**src/rtl/sensor_emu359.sv**
```systemverilog
// Image sensor timing emulator: programmable blanking, active window and test patterns,
// with single-shot or continuous frame generation.
module sensor_emu359 #(
   parameter int unsigned DW = 12,
   parameter int unsigned CW = 12
) (
   input  logic          iclk,
   input  logic          rst,
   input  logic          en,
   input  logic          single,
   input  logic [CW-1:0] npix,
   input  logic [CW-1:0] nlines,
   input  logic [7:0]    vb,
   input  logic [7:0]    hb0,
   input  logic [7:0]    hb1,
   input  logic [1:0]    mode,
   output logic          hact,
   output logic          vact,
   output logic [DW-1:0] dout,
   output logic          frame_start,
   output logic          frame_done,
   output logic          busy,
   output logic [15:0]   frame_cnt
);
   localparam int unsigned SW = CW + 1;

   typedef enum logic {IDLE = 1'b0, RUN = 1'b1} state_t;

   state_t        state_q, state_d;
   logic          en_d;
   logic [CW-1:0] s_npix, s_nlines;
   logic [7:0]    s_vb, s_hb0, s_hb1;
   logic [1:0]    s_mode;
   logic [SW-1:0] pix_q, line_q, pix_d, line_d;
   logic [DW-1:0] dcnt_q, dcnt_inc, pat;
   logic [SW-1:0] line_len, frame_len, act_end;
   logic [5:0]    act_line6, act_pix6;
   logic          run, start, cfg_ok, load, last_pix, last_line, done, is_vact, is_hact;

   // Geometry of the frame currently held in the shadow registers
   always_comb begin
      line_len  = SW'(s_hb0) + SW'(s_npix) + SW'(s_hb1);
      frame_len = SW'(s_vb) + SW'(s_nlines);
      act_end   = SW'(s_hb0) + SW'(s_npix);
   end

   // Next-state and counter advance; a new frame is qualified on the live inputs it will load
   always_comb begin
      state_d   = state_q;
      pix_d     = pix_q;
      line_d    = line_q;
      load      = 1'b0;
      run       = (state_q == RUN);
      start     = single ? (en & ~en_d) : en;
      cfg_ok    = (npix != '0) && (nlines != '0);
      last_pix  = (pix_q == line_len - SW'(1));
      last_line = (line_q == frame_len - SW'(1));
      done      = run && last_pix && last_line;
      case (state_q)
         IDLE: begin
            if (start && cfg_ok) begin
               state_d = RUN;
               load    = 1'b1;
               pix_d   = '0;
               line_d  = '0;
            end
         end
         RUN: begin
            if (last_pix) begin
               pix_d = '0;
               if (last_line) begin
                  line_d = '0;
                  if (start && cfg_ok) load = 1'b1;
                  else state_d = IDLE;
               end else begin
                  line_d = line_q + SW'(1);
               end
            end else begin
               pix_d = pix_q + SW'(1);
            end
         end
         default: state_d = IDLE;
      endcase
   end

   // Window decode and pattern generation for the position held in the counters
   always_comb begin
      is_vact   = run && (line_q >= SW'(s_vb));
      is_hact   = is_vact && (pix_q >= SW'(s_hb0)) && (pix_q < act_end);
      act_line6 = 6'(line_q - SW'(s_vb));
      act_pix6  = 6'(pix_q - SW'(s_hb0));
      dcnt_inc  = dcnt_q + DW'(1);
      pat       = '0;
      if (is_hact) begin
         case (s_mode)
            2'd0:    pat = dcnt_inc;
            2'd1:    pat = DW'({act_line6, act_pix6});
            2'd2:    pat = DW'(12'hA5A);
            default: pat = ~dcnt_inc;
         endcase
      end
   end

   always_ff @(posedge iclk) begin
      if (rst) begin
         state_q  <= IDLE;
         pix_q    <= '0;
         line_q   <= '0;
         en_d     <= 1'b0;
         s_npix   <= '0;
         s_nlines <= '0;
         s_vb     <= '0;
         s_hb0    <= '0;
         s_hb1    <= '0;
         s_mode   <= '0;
         dcnt_q   <= '0;
      end else begin
         state_q <= state_d;
         pix_q   <= pix_d;
         line_q  <= line_d;
         en_d    <= en;
         if (load) begin
            s_npix   <= npix;
            s_nlines <= nlines;
            s_vb     <= vb;
            s_hb0    <= hb0;
            s_hb1    <= hb1;
            s_mode   <= mode;
         end
         if (is_hact && ((s_mode == 2'd0) || (s_mode == 2'd3))) dcnt_q <= dcnt_inc;
      end
   end

   // Output stage: one cycle behind the counters
   always_ff @(posedge iclk) begin
      if (rst) begin
         hact        <= 1'b0;
         vact        <= 1'b0;
         dout        <= '0;
         frame_start <= 1'b0;
         frame_done  <= 1'b0;
         busy        <= 1'b0;
         frame_cnt   <= '0;
      end else begin
         hact        <= is_hact;
         vact        <= is_vact;
         dout        <= pat;
         frame_start <= run && (pix_q == '0) && (line_q == '0);
         frame_done  <= done;
         busy        <= run;
         if (done) frame_cnt <= frame_cnt + 16'd1;
      end
   end
endmodule

```
**config.mk**
```make
export PLATFORM = sky130hd
export DESIGN_NAME = sensor_emu359
export DESIGN_NICKNAME = d
export VERILOG_FILES = /design/src/rtl/sensor_emu359.sv
export SDC_FILE = /design/constraint.sdc
export NUM_CORES = 1
export LEC_CHECK = 0
export ABC_AREA = 1
export BUFFER_PORTS_ARGS = -buffer_cell sky130_fd_sc_hd__buf_2
export CELL_PAD_IN_SITES_DETAIL_PLACEMENT = 1
export CELL_PAD_IN_SITES_GLOBAL_PLACEMENT = 2
export CORE_UTILIZATION = 33
export CTS_BUF_LIST = sky130_fd_sc_hd__clkbuf_16
export CTS_CLUSTER_SIZE = 14
export DETAILED_ROUTE_END_ITERATION = 8
export PLACE_DENSITY = 0.9
export SLEW_MARGIN = 20
export SYNTH_ARGS = -nofsm -noshare
export SYNTH_HDL_FRONTEND = slang
export SYNTH_SLANG_ARGS = --single-unit
```
**constraint.sdc**
```tcl
create_clock -name iclk -period 4.87 [get_ports iclk]
set_clock_uncertainty 0.15 [all_clocks]
set_input_delay 0.487 -clock iclk [delete_from_list [all_inputs] [get_ports iclk]]
set_output_delay 0.487 -clock iclk [all_outputs]
set_load 0.05 [all_outputs]
```
==> results of run 1 <==
==> area by class of cell <==
| class | count | area, sq um |
|---|---|---|
| clock buffers | 17 | 425 |
| clock inverters | 15 | 158 |
| fillers | 3733 | 16700 |
| inverters | 258 | 968 |
| multi-input cells | 1062 | 5880 |
| flip-flops and latches | 123 | 2470 |
| well taps | 378 | 473 |
| repair buffers | 118 | 820 |
==> state kept, by name, indices dropped and copies added, names as in the netlist, 2 cells and up <==
signal,flops
frame_cnt,16
line_q,13
pix_q,13
dcnt_q,12
dout,12
s_nlines,12
s_npix,12
s_hb0,8
s_hb1,8
s_vb,8
s_mode,2
==> power groups by stage <==
stage               logic [W]  clock network, W  registers [W]
finish                0.00124           0.00128        0.00110
global route          0.00140           0.00134        0.00110
CTS                   0.00117           0.00130        0.00109
detailed placement    0.00116                 0        0.00112
global placement      0.00112                 0        0.00112
floorplan            0.000873                 0        0.00111
==> per-stage QoR <==
stage	instance area (sq um)	setup slack [ns]	cells	utilization	hold slack (ns)
detailed placement	10300	0.0143	1925	0.368	0.319
CTS	10900	0.0000338	1957	0.389	0.108
global route	11200	-0.0406	1971	0.401	0.147
floorplan	9440	0.718	1484	-	0.302
global placement	10300	0.0992	1925	0.368	0.314
finish	11200	0.233	1971	0.401	0.125
==> what timing repair did <==
item                       in CTS  in global routing
resized for setup               0                 38
hold endpoints to repair        0                  0
setup endpoints to repair       0                 79
buffers inserted                0                  9
==> synth_stat cells, drive strengths merged (3+ instances only) <==
master and n:
nand3 145, o22ai 11, xnor2 13, or2 12, nand3b 7, nand2 342
nor4 7, nand4 41, dfxtp 123, a21o 3, a21oi 104, clkbuf 19
xor2 39, clkinv 3, buf 22, o221ai 5, nor3 14, o21bai 8
ha 69, a31oi 3, nor2 182, o21ai 34, fa 5, inv 255
o211ai 4
==> critical path: cells and delay by family (launching register included) <==
family | cells | cell delay (ns)
AND/OR/NAND/NOR | 19 | 1.74
AO/OA/AOI/OAI | 2 | 0.38
adder cells (fa/ha/maj) | 3 | 0.76
XOR/XNOR | 2 | 0.28
buffers and inverters | 9 | 0.85
flip-flops | 1 | 0.37
==> kinds of logic after synthesis <==
kind of cell    Yosys count
compound gates          181
buf+inv                 299
simple gates            755
fa+ha+maj                74
xor+xnor                 52
flops                   123
==> per-layer routing <==
| layer | wire [um] | GRT usage |
|---|---|---|
| met5 | 0 | 0 |
| met4 | 476 | 0.0555 |
| met3 | 766 | 0.0275 |
| met2 | 13800 | 0.348 |
| met1 | 15000 | 0.281 |
==> worst max-delay path by stage <==
stage	startpoint	end	slack, ns	cells past startpoint
finish	s_hb0[0]	s_vb[5]	0.23	35
global route	s_hb0[0]	s_vb[5]	-0.04	35
CTS	s_hb0[0]	s_nlines[7]	0.00003	34
detailed placement	s_hb0[0]	s_nlines[3]	0.01	34
global placement	s_hb0[0]	s_nlines[5]	0.1	34
floorplan	s_hb0[0]	s_npix[10]	0.72	34
==> impl_metrics.ini, run 1 <==
[power]
ir_worst_vdd_mv = 0.228
internal_power_summed_over_all_cells_w = 0.00225
power_density_mw_per_mm2 = 322
combPwrFrac = 0.342
leakagePower_nw = 5.50
design_power_total_w = 0.00361
switchingPower_w = 0.00136
pwr-share-clk = 0.354
power.switching_fraction = 0.378
p_seq_frac = 0.304

[grt]
pin_count_of_the_biggest_net_entering_global_routing = 101
grt_pass1_vias = 9510
wire_length_of_the_first_global_routing_pass_mm = 48.4
remaining_global_route_overflow = 0
grtUsageTotal = 0.209
initial_antenna_violation_count = 0

[worst_setup_path]
worstPathArrival_ns = 4.81
worst_path_most_repeated_cell = sky130_fd_sc_hd__nand2_1
crit_slowest_cell = sky130_fd_sc_hd__fa_2
ff2ff_path_depth = 35
cp_max_fo = 5
rrSetupSlack_ns = 0.23
worst-setup-path-type = flip-flop to flip-flop
critical_path_endpoint_category = flip-flop
r2r-start = s_hb0[0]
rr_endpoint = s_vb[5]
cp.required_ns = 5.04
timing.critical_path.from_type = flip-flop
crit_path_max_incr_delay_ns = 0.39

[die]
fp.dieArea_sq_mm = 0.0293
die_height_um = 171
io_pins = 87
core_region_area_sq_mm = 0.0279
die_w_um = 171
placement_rows = 61
starting_density_of_the_core = 0.338

[synth]
synth_compound_area_frac = 0.109
number_of_flops_mapped_to_enable_cells_by_yosys = 0
dominant_combinational_cell_family_by_area_after_synthesis = simple AND/OR/NAND/NOR gates
synth-xor-area-share = 0.0483
syn_inst = 1484
post_synth_and_or_nand_nor_area_fraction = 0.351
synth.cell_area_sq_mm = 0.00944
synthAdderAreaFrac = 0.102
avgSynthCellArea_sq_um = 6.36
synth.ff_latch_count = 123
netlist_top_cells_area = sky130_fd_sc_hd__dfxtp_1 26%, sky130_fd_sc_hd__nand2_1 13%, sky130_fd_sc_hd__inv_1 10%
synth.yosys.warnings = 0
synth.area.mux_share = 0
synth_top_area_share = 0.261
ys.flop_type = sky130_fd_sc_hd__dfxtp_1
synth.yosys.seq_area_share = 0.261
share_of_flip_flops_with_an_asynchronous_set_or_reset_after_synthesis = 0
yosysUniqueCellTypes = 50
netlist.top_cell.by_area = sky130_fd_sc_hd__dfxtp_1
synthesis.nets = 1612

[layout]
layout_commonest_cell = sky130_fd_sc_hd__nand2_1
nNetsFinal = 1708
most-common-layout-cells = 322 x sky130_fd_sc_hd__nand2_1, 251 x sky130_fd_sc_hd__inv_1, 173 x sky130_fd_sc_hd__nor2_1
syn_to_final_growth_pct = 18.7
final_layout_size_suffix_gt1_frac = 0.139
antenna_cells_inserted = 0

[clocking]
tritoncts.num_buffers = 17
cts-root-to-sink-buffers = 2
root_buffer = sky130_fd_sc_hd__clkbuf_16
cts_tree = built
clock_latency_ns = 0.43
reg_clk_slew_reported_paths_ns = 0.06
cts_hold_repair.buffers = 0
cts_max_level = 4
cts_sinks = 123

[worst_hold_path]
worst_hold_path_type = primary input to flip-flop
worst_hold_path.num_cells = 3
hold_start = en
worstHoldEndpoint = en_d

[drt]
detail_route.drc_violations = 0
drt_iter0_markers = 349
wl_mm = 30.0
dr.pass1.iters = 4
num_vias = 9610
final_antenna_net_count = 0
route.detailed.wl_per_inst_um = 15.2
post_drt_via_cell_ratio = 4.88

[sta]
tightestPinTransition_ns = 1.02
drv_slew = 0
finalHoldViolCount = 0
period_needed_ns = 4.64
total_negative_slack_ns = 0
maxSlewHeadroom = 0.321
setup_violations = 0
max_freq_mhz = 216
finalCritPeriodShare = 0.952

[placed_design]
dp_hpwl_mm = 23.1
place_congestion = 0.866
io_buffer_count = 86

[job]
cap_viol_max_count = 0

[outcome]
status = finished clean
(Power assumes the default switching activity.)
==> inputs of run 2 (changes only) <==
- GPL_TIMING_DRIVEN: unset -> 0
- TNS_END_PERCENT: unset -> 30
==> run 2 against run 1 <==
Global-route usage grew 1.7 points; die area is the same; register-to-register slack gained 0.03 ns; utilization grew 0.90 points; sequential cell count is the same; routed wire length grew 7.4%; via count grew 3.6%; combinational power is essentially flat; design area grew 2.2%; maximum frequency grew 0.65%; sequential power is essentially flat; clock power grew 9%; critical path type unchanged.
==> impl_metrics.ini, run 2 (synthesis gave the netlist of run 1 again) <==
[drt]
wl_mm = 32.3
drt_iter0_markers = 523
post_drt_via_cell_ratio = 4.98
detail_route.drc_violations = 0
route.detailed.wl_per_inst_um = 16.1
final_antenna_net_count = 0
num_vias = 9956
dr.pass1.iters = 4

[power]
power_density_mw_per_mm2 = 328
ir_worst_vdd_mv = 0.271
leakagePower_nw = 5.59

[worst_setup_path]
cp_max_fo = 5
rr_endpoint = s_npix[4]
worst-setup-path-type = flip-flop to flip-flop
cp-startpoint = s_npix[0]
timing.critical_path.to = s_npix[4]
ff2ff_path_depth = 35
crit_family = simple AND/OR/NAND/NOR gates
worstPathArrival_ns = 4.78
timing.critical_path.from_type = flip-flop
critical_path_cell_count = 35
r2r-start = s_npix[0]
crit_slowest_cell = sky130_fd_sc_hd__fa_2
timing.critical_path.buf_inv = 7
crit_path_max_incr_delay_ns = 0.40
worst_path_most_repeated_cell = sky130_fd_sc_hd__nand2_1
cp.required_ns = 5.05
critical_path_endpoint_category = flip-flop
rrSetupSlack_ns = 0.26

[die]
starting_density_of_the_core = 0.338
core_region_area_sq_mm = 0.0279
placement_rows = 61
fp.dieArea_sq_mm = 0.0293
die_height_um = 171
io_pins = 87
die_w_um = 171

[layout]
largest-register = frame_cnt
n_fill_cell = 3761
top_regs = frame_cnt (16), line_q (13), pix_q (13)
nNetsFinal = 1738
layout_commonest_cell = sky130_fd_sc_hd__nand2_1
antenna_cells_inserted = 0
largest_reg_flops = 16
syn_to_final_growth_pct = 21.3
most-common-layout-cells = 323 x sky130_fd_sc_hd__nand2_1, 250 x sky130_fd_sc_hd__inv_1, 171 x sky130_fd_sc_hd__nor2_1
final_layout_size_suffix_gt1_frac = 0.142

[sta]
maxSlewHeadroom = 0.471
tightestPinTransition_ns = 0.791
finalCritPeriodShare = 0.946
finalHoldViolCount = 0
setup_slack_after_layout_ns = 0.262
drv_slew = 0
max_freq_mhz = 217
final.hold.worst_slack_ns = 0.141
setup_violations = 0
period_needed_ns = 4.61

[clocking]
cts_hold_repair.buffers = 0
cts_max_level = 4
cts_sinks = 123
cts-root-to-sink-buffers = 2
reg_clk_slew_reported_paths_ns = 0.06
clock_latency_ns = 0.44
root_buffer = sky130_fd_sc_hd__clkbuf_16
cts_tree = built
tritoncts.num_buffers = 17

[grt]
initial_antenna_violation_count = 0
pin_count_of_the_biggest_net_entering_global_routing = 17
grtUsageTotal = 0.226
wire_length_of_the_first_global_routing_pass_mm = 51.3
grt_pass1_vias = 9815
remaining_global_route_overflow = 0

[placed_design]
place_congestion = 0.869
dp_hpwl_mm = 25.4
detailedPlace.worstSlack_ns = -0.459
io_buffer_count = 86

[worst_hold_path]
worst_hold_path_type = primary input to flip-flop

[outcome]
status = finished clean

[job]
cap_viol_max_count = 0
-- run 2: layer usage --
| layer | global-route usage | wire length, um |
|---|---|---|
| met5 | 0 | 0 |
| met4 | 0.0827 | 793 |
| met3 | 0.0372 | 1100 |
| met2 | 0.375 | 15100 |
| met1 | 0.292 | 15200 |
-- run 2: worst min-delay path by stage --
stage	startpoint	to	slack (ns)	cells past startpoint
2_1_floorplan	s_hb1[0]	s_hb1[0]	0.30	2
3_3_place_gp	s_vb[7]	s_vb[7]	0.31	2
3_5_place_dp	s_hb1[0]	s_hb1[0]	0.32	2
4_1_cts	en	en_d	0.13	3
5_1_grt	en	en_d	0.14	3
6_report	en	en_d	0.14	3
-- run 2: power breakdown --
| part | leakage [nW] | internal [W] | switching, W |
|---|---|---|---|
| clock | 0.303 | 0.000825 | 0.000564 |
| combinational | 4.28 | 0.000486 | 0.000783 |
| sequential | 1.00 | 0.00105 | 0.0000492 |
-- run 2: layout make-up --
| type | count | area (sq um) | area share |
|---|---|---|---|
| Timing Repair Buffer | 107 | 708 | 0.0618 |
| Multi-Input combinational cell | 1062 | 5940 | 0.518 |
| Clock inverter | 15 | 196 | 0.0172 |
| Buffer | 41 | 273 | 0.0238 |
| Inverter | 258 | 968 | 0.0846 |
| Sequential cell | 123 | 2470 | 0.216 |
| Tap cell | 378 | 473 | 0.0413 |
| Clock buffer | 17 | 425 | 0.0372 |
-- run 2: tightest hold or removal path, cell delays in order --
cell,delay (ns)
sky130_fd_sc_hd__buf_2,0.09
sky130_fd_sc_hd__inv_1,0.06
sky130_fd_sc_hd__nor2_1,0.04
-- run 2: stage by stage --
stage                     TNS, ns  instance area, sq um  total power [W]  utilization  cells
after floorplan                 0                  9440          0.00198            -   1484
after detailed placement   -16.31                 10300          0.00228        0.370   1948
final                           0                 11500          0.00376        0.410   2001
after CTS                       0                 11100          0.00370        0.396   1981
after global placement     -13.66                 10300          0.00224        0.370   1948
after global routing        -1.17                 11500          0.00400        0.410   2001
-- run 2: what timing repair did --
item | CTS | global route
pin swaps | 2 | 13
endpoints found under the setup margin | 78 | 79
setup buffers | 0 | 15
endpoints found under the hold margin | 0 | 0
resized for setup | 19 | 32
cloned | 1 | 5
==> inputs of run 3 (changes only) <==
--- a/config.mk
+++ b/config.mk
@@ -11,5 +11,4 @@
 export CELL_PAD_IN_SITES_GLOBAL_PLACEMENT = 2
 export CORE_UTILIZATION = 33
-export CTS_BUF_LIST = sky130_fd_sc_hd__clkbuf_16
 export CTS_CLUSTER_SIZE = 14
 export DETAILED_ROUTE_END_ITERATION = 8
==> constraint.sdc (replaced) <==
create_clock -name iclk -period 4.87 [get_ports iclk]
set_clock_uncertainty 0.15 [all_clocks]
set_input_delay 0.974 -clock iclk [delete_from_list [all_inputs] [get_ports iclk]]
set_output_delay 0.974 -clock iclk [all_outputs]
set_load 0.05 [all_outputs]
==> run 3 against run 2 <==
Worst setup slack got worse by 0.0049 ns; routed wire length shrank 0.11%; sequential share of layout area is essentially flat; total power increased by 0.24%; clock-buffer cell count rose by 1; sequential cell count unchanged; register-to-register slack about the same; sequential power is essentially flat; combinational power barely moved; utilization about the same; non-clock buffer count down 1; clock power is essentially flat.
==> impl_metrics.ini, run 3 (synthesis gave the netlist of run 1 again) <==
[outcome]
status = finished clean

[worst_setup_path]
timing.critical_path.from_type = flip-flop
critical_path_endpoint_category = flip-flop
crit_slowest_cell = sky130_fd_sc_hd__fa_2
r2r-start = s_npix[0]
worst_path_most_repeated_cell = sky130_fd_sc_hd__nand2_1
cp.required_ns = 5.05
cp-startpoint = s_npix[0]
worstPathArrival_ns = 4.79
worst-setup-path-type = flip-flop to flip-flop
cp_max_fo = 5
crit_path_max_incr_delay_ns = 0.40

[clocking]
root_buffer = sky130_fd_sc_hd__clkbuf_16
tritoncts.num_buffers = 17
reg_clk_slew_reported_paths_ns = 0.06
cts_max_level = 4
clock_latency_ns = 0.44
cts_sinks = 123
cts_tree = built
cts-root-to-sink-buffers = 2
cts_hold_repair.buffers = 0

[layout]
most-common-layout-cells = 323 x sky130_fd_sc_hd__nand2_1, 251 x sky130_fd_sc_hd__inv_1, 170 x sky130_fd_sc_hd__nor2_1
antenna_cells_inserted = 0
final-instance-count-excl-fill = 2000
top_regs = frame_cnt (16), line_q (13), pix_q (13)
largest-register = frame_cnt
syn_to_final_growth_pct = 21.3
largest_reg_flops = 16
nNetsFinal = 1737
layout_commonest_cell = sky130_fd_sc_hd__nand2_1
final_layout_size_suffix_gt1_frac = 0.142
n_fill_cell = 3767

[sta]
tightestPinTransition_ns = 0.803
drv_slew = 0
finalCritPeriodShare = 0.947
finalHoldViolCount = 0
period_needed_ns = 4.61
max_freq_mhz = 217
setup_violations = 0
setup_slack_after_layout_ns = 0.258
maxSlewHeadroom = 0.461

[grt]
grtUsageTotal = 0.226
grt_pass1_vias = 9782
initial_antenna_violation_count = 0
wire_length_of_the_first_global_routing_pass_mm = 51.3
remaining_global_route_overflow = 0
pin_count_of_the_biggest_net_entering_global_routing = 17

[placed_design]
io_buffer_count = 86
dp_hpwl_mm = 25.4
placed_cells = 1948
detailedPlace.worstSlack_ns = -0.459
place_congestion = 0.869

[worst_hold_path]
worst_hold_path_type = flip-flop to flip-flop
hold_start = s_nlines[7]

[power]
ir_worst_vdd_mv = 0.272
leakagePower_nw = 5.59
power_density_mw_per_mm2 = 329

[die]
starting_density_of_the_core = 0.338
core_region_area_sq_mm = 0.0279
die_w_um = 171
fp.dieArea_sq_mm = 0.0293
die_height_um = 171
placement_rows = 61
io_pins = 87

[drt]
wl_mm = 32.2
dr_wl_met3_mm = 1.17
met2RoutedLength_mm = 15.1
detail_route.drc_violations = 0
post_drt_via_cell_ratio = 4.96
m1WireLength_mm = 15.2
route.detailed.wl_per_inst_um = 16.1
dr.max_layer_used = met4
num_vias = 9917
final_antenna_net_count = 0
dr.pass1.iters = 5
drt_iter0_markers = 541

[job]
cap_viol_max_count = 0
-- run 3: timing repair --
action,in CTS,in global routing
setup endpoints to repair,78,79
resized for setup,20,30
setup buffers,0,14
cloned,1,5
endpoints found under the hold margin,0,0
pin swaps,2,12
-- run 3: layout make-up --
class | instances | area [sq um] | share of cell area
multi-input cells | 1062 | 5930 | 0.518
flip-flops and latches | 123 | 2470 | 0.216
inverters | 258 | 968 | 0.0846
repair buffers | 106 | 701 | 0.0612
well taps | 378 | 473 | 0.0413
clock buffers | 18 | 439 | 0.0384
plain buffers | 41 | 273 | 0.0238
clock inverters | 14 | 193 | 0.0168
-- run 3: worst paths after layout --
check / to / slack (ns) / cells past startpoint
hold reg to reg: s_nlines[7] / 0.33 / 2
hold / removal: s_nlines[7] / 0.33 / 2
setup reg to reg: s_npix[4] / 0.26 / 35
setup / recovery: s_npix[4] / 0.26 / 35
-- run 3: metal layers --
layer  vias up  track usage
met2       156        0.375
met1      4699        0.293
met4         0       0.0788
li1       5019            -
met5         -            0
met3        43       0.0386
-- run 3: where the power goes --
part	internal (W)	switching, W	total [W]
Combinational	0.000480	0.000780	0.00126
Sequential	0.00105	0.0000492	0.00110
Clock	0.000841	0.000566	0.00141
Total	0.00237	0.00140	0.00377
-- run 3: critical path, delay by kind of cell, from the launching register on --
kind | cells | cell delay (ns)
DFF | 1 | 0.39
adders and majority gates | 3 | 0.75
xor gates and xnor gates | 1 | 0.12
AOI/OAI and AO/OA | 2 | 0.28
buffers and inverters | 7 | 0.68
and+or+nand+nor | 22 | 2.16
-- run 3: stage by stage --
stage                     utilization  total power (W)  area [sq um]  hold slack, ns  TNS, ns
after CTS                       0.397          0.00372         11100           0.336        0
after global routing            0.410          0.00401         11400           0.363    -1.14
final                           0.410          0.00377         11400           0.334        0
after detailed placement        0.370          0.00228         10300           0.319   -16.31
after floorplan                     -          0.00198          9440           0.302        0
after global placement          0.370          0.00224         10300           0.314   -13.66
